===== src/rtl/fft2ram.sv =====
// Captures one FFT frame, writes re^2+im^2 for the lower half of the bins into a ping-pong RAM bank and hands the bank to the Nios.
// Beat to RAM write takes 2 cycles. source_ready is held high, so the FFT is never stalled; frames are dropped when no bank is free.
module fft2ram #(
  parameter int FFT_POINTS = 1024,
  parameter int FFT_BUS    = 9,
  parameter int DATA_W     = 16
) (
  input  logic                  clk,
  input  logic                  reset_n,
  input  logic                  source_valid,
  input  logic                  source_sop,
  input  logic                  source_eop,
  input  logic [1:0]            source_error,
  input  logic [DATA_W-1:0]     source_real,
  input  logic [DATA_W-1:0]     source_imag,
  input  logic [5:0]            source_exp,
  output logic                  source_ready,
  output logic                  ram_wren,
  output logic [FFT_BUS:0]      ram_waddr,
  output logic [2*DATA_W-1:0]   ram_wdata,
  output logic                  frame_ready,
  output logic                  frame_bank,
  output logic [5:0]            frame_exp,
  input  logic                  frame_ack,
  output logic [7:0]            drop_count,
  output logic [7:0]            err_count
);

  typedef enum logic [1:0] {IDLE, CAPTURE, FLUSH} state_t;

  // FFT_POINTS is a power of two, so the last bin index is all ones.
  localparam logic [FFT_BUS:0] LAST_BIN = '1;

  state_t              state_q;
  logic [FFT_BUS:0]    cnt_q;
  logic                flush_q;
  logic                bad_q;
  logic [5:0]          pexp_q;
  logic                wr_bank_q;
  logic                src_rdy_q;
  logic                frame_ready_q;
  logic                frame_bank_q;
  logic [5:0]          frame_exp_q;
  logic [7:0]          drop_q;
  logic [7:0]          err_q;

  logic                s1_vld_q;
  logic [FFT_BUS:0]    s1_addr_q;
  logic [2*DATA_W-1:0] s1_re2_q;
  logic [2*DATA_W-1:0] s1_im2_q;
  logic                wren_q;
  logic [FFT_BUS:0]    waddr_q;
  logic [2*DATA_W-1:0] wdata_q;

  logic                issue;
  logic [FFT_BUS:0]    bin;
  logic                last_bin;
  logic                ready_after_ack;

  always_comb begin
    issue = 1'b0;
    bin   = cnt_q;
    case (state_q)
      IDLE: begin
        issue = source_valid & source_sop;
        bin   = '0;
      end
      CAPTURE: issue = source_valid;
      default: issue = 1'b0;
    endcase
    last_bin        = (cnt_q == LAST_BIN);
    ready_after_ack = frame_ready_q & ~frame_ack;
  end

  always_ff @(posedge clk or negedge reset_n) begin
    if (!reset_n) begin
      state_q       <= IDLE;
      cnt_q         <= '0;
      flush_q       <= 1'b0;
      bad_q         <= 1'b0;
      pexp_q        <= '0;
      wr_bank_q     <= 1'b0;
      src_rdy_q     <= 1'b0;
      frame_ready_q <= 1'b0;
      frame_bank_q  <= 1'b0;
      frame_exp_q   <= '0;
      drop_q        <= '0;
      err_q         <= '0;
    end else begin
      src_rdy_q <= 1'b1;
      if (frame_ack) frame_ready_q <= 1'b0;
      case (state_q)
        IDLE: begin
          if (source_valid && source_sop) begin
            cnt_q   <= {{FFT_BUS{1'b0}}, 1'b1};
            pexp_q  <= source_exp;
            bad_q   <= |source_error;
            state_q <= CAPTURE;
          end
        end
        CAPTURE: begin
          if (source_valid) begin
            cnt_q <= cnt_q + 1'b1;
            // eop must coincide exactly with the last bin; anything else is malformed
            if (|source_error || source_sop || (source_eop != last_bin)) bad_q <= 1'b1;
            if (source_eop || last_bin) begin
              state_q <= FLUSH;
              flush_q <= 1'b0;
            end
          end
        end
        FLUSH: begin
          if (!flush_q) begin
            flush_q <= 1'b1;
          end else begin
            state_q <= IDLE;
            if (bad_q) begin
              if (err_q != 8'hFF) err_q <= err_q + 1'b1;
            end else if (!ready_after_ack) begin
              frame_ready_q <= 1'b1;
              frame_bank_q  <= wr_bank_q;
              frame_exp_q   <= pexp_q;
              wr_bank_q     <= ~wr_bank_q;
            end else begin
              if (drop_q != 8'hFF) drop_q <= drop_q + 1'b1;
            end
          end
        end
        default: state_q <= IDLE;
      endcase
    end
  end

  always_ff @(posedge clk or negedge reset_n) begin
    if (!reset_n) begin
      s1_vld_q  <= 1'b0;
      s1_addr_q <= '0;
      s1_re2_q  <= '0;
      s1_im2_q  <= '0;
      wren_q    <= 1'b0;
      waddr_q   <= '0;
      wdata_q   <= '0;
    end else begin
      // upper-half bins still flow through the multipliers but never reach the RAM
      s1_vld_q <= issue & ~bin[FFT_BUS];
      if (issue) begin
        s1_addr_q <= {wr_bank_q, bin[FFT_BUS-1:0]};
        s1_re2_q  <= $signed(source_real) * $signed(source_real);
        s1_im2_q  <= $signed(source_imag) * $signed(source_imag);
      end
      wren_q <= s1_vld_q;
      if (s1_vld_q) begin
        waddr_q <= s1_addr_q;
        wdata_q <= s1_re2_q + s1_im2_q;
      end
    end
  end

  assign source_ready = src_rdy_q;
  assign ram_wren     = wren_q;
  assign ram_waddr    = waddr_q;
  assign ram_wdata    = wdata_q;
  assign frame_ready  = frame_ready_q;
  assign frame_bank   = frame_bank_q;
  assign frame_exp    = frame_exp_q;
  assign drop_count   = drop_q;
  assign err_count    = err_q;

endmodule


===== config.mk =====
export PLATFORM = sky130hd
export DESIGN_NAME = fft2ram
export DESIGN_NICKNAME = d
export VERILOG_FILES = /design/src/rtl/fft2ram.sv
export SDC_FILE = /design/constraint.sdc
export NUM_CORES = 2
export LEC_CHECK = 0
export ABC_AREA = 1
export CORE_MARGIN = 5
export CORE_UTILIZATION = 60
export CTS_CLUSTER_SIZE = 20
export DETAILED_ROUTE_END_ITERATION = 12
export PLACE_DENSITY_LB_ADDON = 0.15
export SYNTH_ARGS = -nofsm -noshare
export SYNTH_HDL_FRONTEND = slang
export SYNTH_SLANG_ARGS = --single-unit

===== constraint.sdc =====
create_clock -name clk -period 3.5 [get_ports clk]
set_input_delay 0.525 -clock clk [delete_from_list [all_inputs] [get_ports clk]]
set_output_delay 0.525 -clock clk [all_outputs]
set_load 0.05 [all_outputs]

==> run metrics <==
slowest CP cell fa_1; Yosys top cell by area fa_1; sequential cell area fraction in the yosys report 14.3%; Critical path destination s1_im2_q[20]; Post-Synthesis Cells approximately 3700; RR Endpoint s1_re2_q[10]; critical path type input port to register; Bufs and invs on worst path 9; post-synthesis to final-layout area growth 40.0%; vias ~28000; initial antenna violation count 1; Synth area leaders fa_1, dfrtp_1, nand2_1; post-route insts no fill a little under 5000; number of global-route vias before repair around 27000; CP Launch Type input port; worst clock skew roughly 0.015 ns; Reg clk slew, reported paths 0.07 ns; crit end category register; num ports 114; async set-reset flop share out of synthesis 100%; wire length per cell about 20 um; Die W approximately 230 um; PnR worst setup slack -1.83 ns; post-synthesis cell area 0.0283 sq mm; DRC Markers 0; crit path from source_imag[5]; Die ar. ~0.052 sq mm; max-slew violations 0; Syn Nets about 4500; top-area cell type share of the netlist area approximately 33%; number of buffers created by CTS 17; clk buf depth 2; Arr. time, crit path 5.64 ns; worst r2r path cells 8; Hold WC Path Type input port to asynchronous set/reset pin; IO Port Bufs 113; XOR/XNOR Fraction of Synth Area 2.04%; Fmax achieved between 150 and 200 MHz; Crit path max-delay family adder cells; row cnt 79; most numerous cell in the Yosys netlist nand2_1; CTS tree yes; Final period util 152%; largest family of logic cells by synthesized area adder cells; Main synth FF type dfrtp_1; placed cells between 4000 and 5000; grt total ovfl 0; violated checks setup timing; Storage cell area 0.00405 sq mm; Synth warnings 0; clock sinks ~160; fin nets ~5100; number of synthesized register bits approximately 160; RD Place Congestion 0.933; slew of the pin with the lowest slew margin roughly 0.77 ns; final setup vio count 54; Core Area ~0.047 sq mm; Detailed Route Iter0 Violations between 2000 and 3000; crit-path max FO 5; layout cell share with drive strength beyond 1 32.9%; GRT Total Usage ~32%; most instantiated cells after synthesis nand2_1, inv_1, fa_1; Most common cell on crit path fa_1; first-pass GRT wire length roughly 130000 um; Fill cells around 2300; drt total wl between 90000 and 100000 um; simple-gate share of the synthesized area ~22%; die height roughly 230 um; outcome finished with violations; HPWL after DPL slightly below 60000 um; antenna-violating nets left 0; post-synthesis mux area share less than 1%; Compound-Gate Fraction of Synth Area ~3.8%; Slew Limit Headroom between 40% and 50%; crit-path max cell delay approximately 0.57 ns; # Max-Cap Violations 0; H-tree depth 4; adder-cell share of the synthesized area between 40 and 50%; Multi-input gate area about 0.024 sq mm; Avg Inst Size Synth ~7.5 sq um; final hold vios 0; Starting Density approximately three fifths; post-route minimum period ~5.3 ns; routed vias/inst roughly 5.6; pin count of the biggest net entering global routing 73; drt first pass iters 9; clock latency at the later pin of the worst-skew pair between 0.4 and 0.5 ns; Critical Path RT 3.81 ns; Crit path depth 25; EDFF count, synth 0; synth unique cells between 40 and 50; Clock Tree Root clkbuf_16; worst reg-to-reg setup slack approximately 1.2 ns; unrepaired setup endpoints after global routing true; Critical R2R Launch state_q[0]
==> cells in the final DEF, fill, tap and decap left out, types with 43 or more instances in the layout <==
master / n
nand2_1: 793
nand3_1: 116
buf_4: 402
nand2_4: 112
fa_1: 410
clkdlybuf4s50_1: 80
dfrtp_1: 162
nand2_2: 153
nor2_1: 100
inv_2: 162
ha_4: 70
buf_6: 100
fa_2: 58
ha_1: 134
inv_1: 850
nor2_4: 56
buf_12: 43
a21oi_1: 48
==> cell type report <==
type / count / share of cell area, %
Inverter: 1046 / 10.1
Multi-Input combinational cell: 2446 / 59.9
Timing Repair Buffer: 659 / 16.3
Sequential cell: 162 / 10.2
Antenna cell: 1 / 0.00632
Tap cell: 607 / 1.92
Clock inverter: 14 / 0.411
Clock buffer: 18 / 1.11
==> repair_timing <==
item                                    4_1_cts  5_1_grt
cloned                                       13        2
gates resized for setup                     684      386
hold buffers                                  0        0
pin swaps                                   354      289
setup buffers                               120       67
endpoints found under the setup margin       54       53
==> routing by layer <==
metal / up-vias / track usage, % / wire, um
li1: 12125 / - / -
met1: 13349 / 43.3 / 35500
met2: 1724 / 54.4 / 46900
met3: 614 / 4.98 / 8440
met4: 0 / 9.88 / 6600
met5: - / 0 / 0
==> worst reg2reg max path, cell delays in order (launching register included) <==
cell and delay (ns):
dfrtp_1 0.41, inv_2 0.14, nor2_2 0.06, nand2_1 0.32, nand2_2 0.24, inv_2 0.45
buf_4 0.35, nand2_1 0.10, o21ai_1 0.11
==> registers in the layout (all words and copies together) (netlist names) <==
| name | count |
|---|---|
| pexp_q | 6 |
| wr_bank_q | 1 |
| s1_addr_q | 10 |
| bad_q | 1 |
| drop_count | 8 |
| state_q | 2 |
| s1_im2_q | 31 |
| err_count | 8 |
| frame_bank | 1 |
| source_ready | 1 |
| frame_exp | 6 |
| s1_re2_q | 31 |
| flush_q | 1 |
| frame_ready | 1 |
| cnt_q | 10 |
| s1_vld_q | 1 |
| ram_wren | 1 |
| ram_wdata | 32 |
| ram_waddr | 10 |
==> metrics by stage <==
step           hold slack, ns  cell area, sq um  TNS (ns)  util, %  setup WS [ns]
2_1_floorplan           0.229             30400    -73.80        -          -1.79
3_3_place_gp            0.439             34100   -118.67     73.3          -2.49
3_5_place_dp            0.457             34100   -121.12     73.3          -2.57
4_1_cts                 0.108             37900    -67.88     81.5          -1.59
5_1_grt                 0.135             39600    -82.56     85.0          -1.92
6_report               0.0796             39600    -78.10     85.0          -1.83
==> kinds of logic (layout without fill, tap and decap cells) <==
kind of cell / count (synthesis) / count (layout)
adders and majority gates: 682 / 682
DFF: 162 / 162
xor gates and xnor gates: 66 / 66
other: 1 / 2
and+or+nand+nor: 1501 / 1501
buffers and inverters: 1137 / 1737
muxes: 2 / 2
AOI/OAI and AO/OA: 194 / 194
==> worst min path at each step <==
stage	start	end	slack (ns)	depth (start not counted)
2_1_floorplan	reset_n	bad_q	0.23	0
3_3_place_gp	cnt_q[9]	s1_vld_q	0.44	1
3_5_place_dp	cnt_q[9]	s1_vld_q	0.46	1
4_1_cts	reset_n	source_ready	0.11	1
5_1_grt	reset_n	source_ready	0.14	1
6_report	reset_n	source_ready	0.08	1
Power is not shown: default switching activity piles up to over one toggle a cycle in this logic, so the estimate is an artifact.
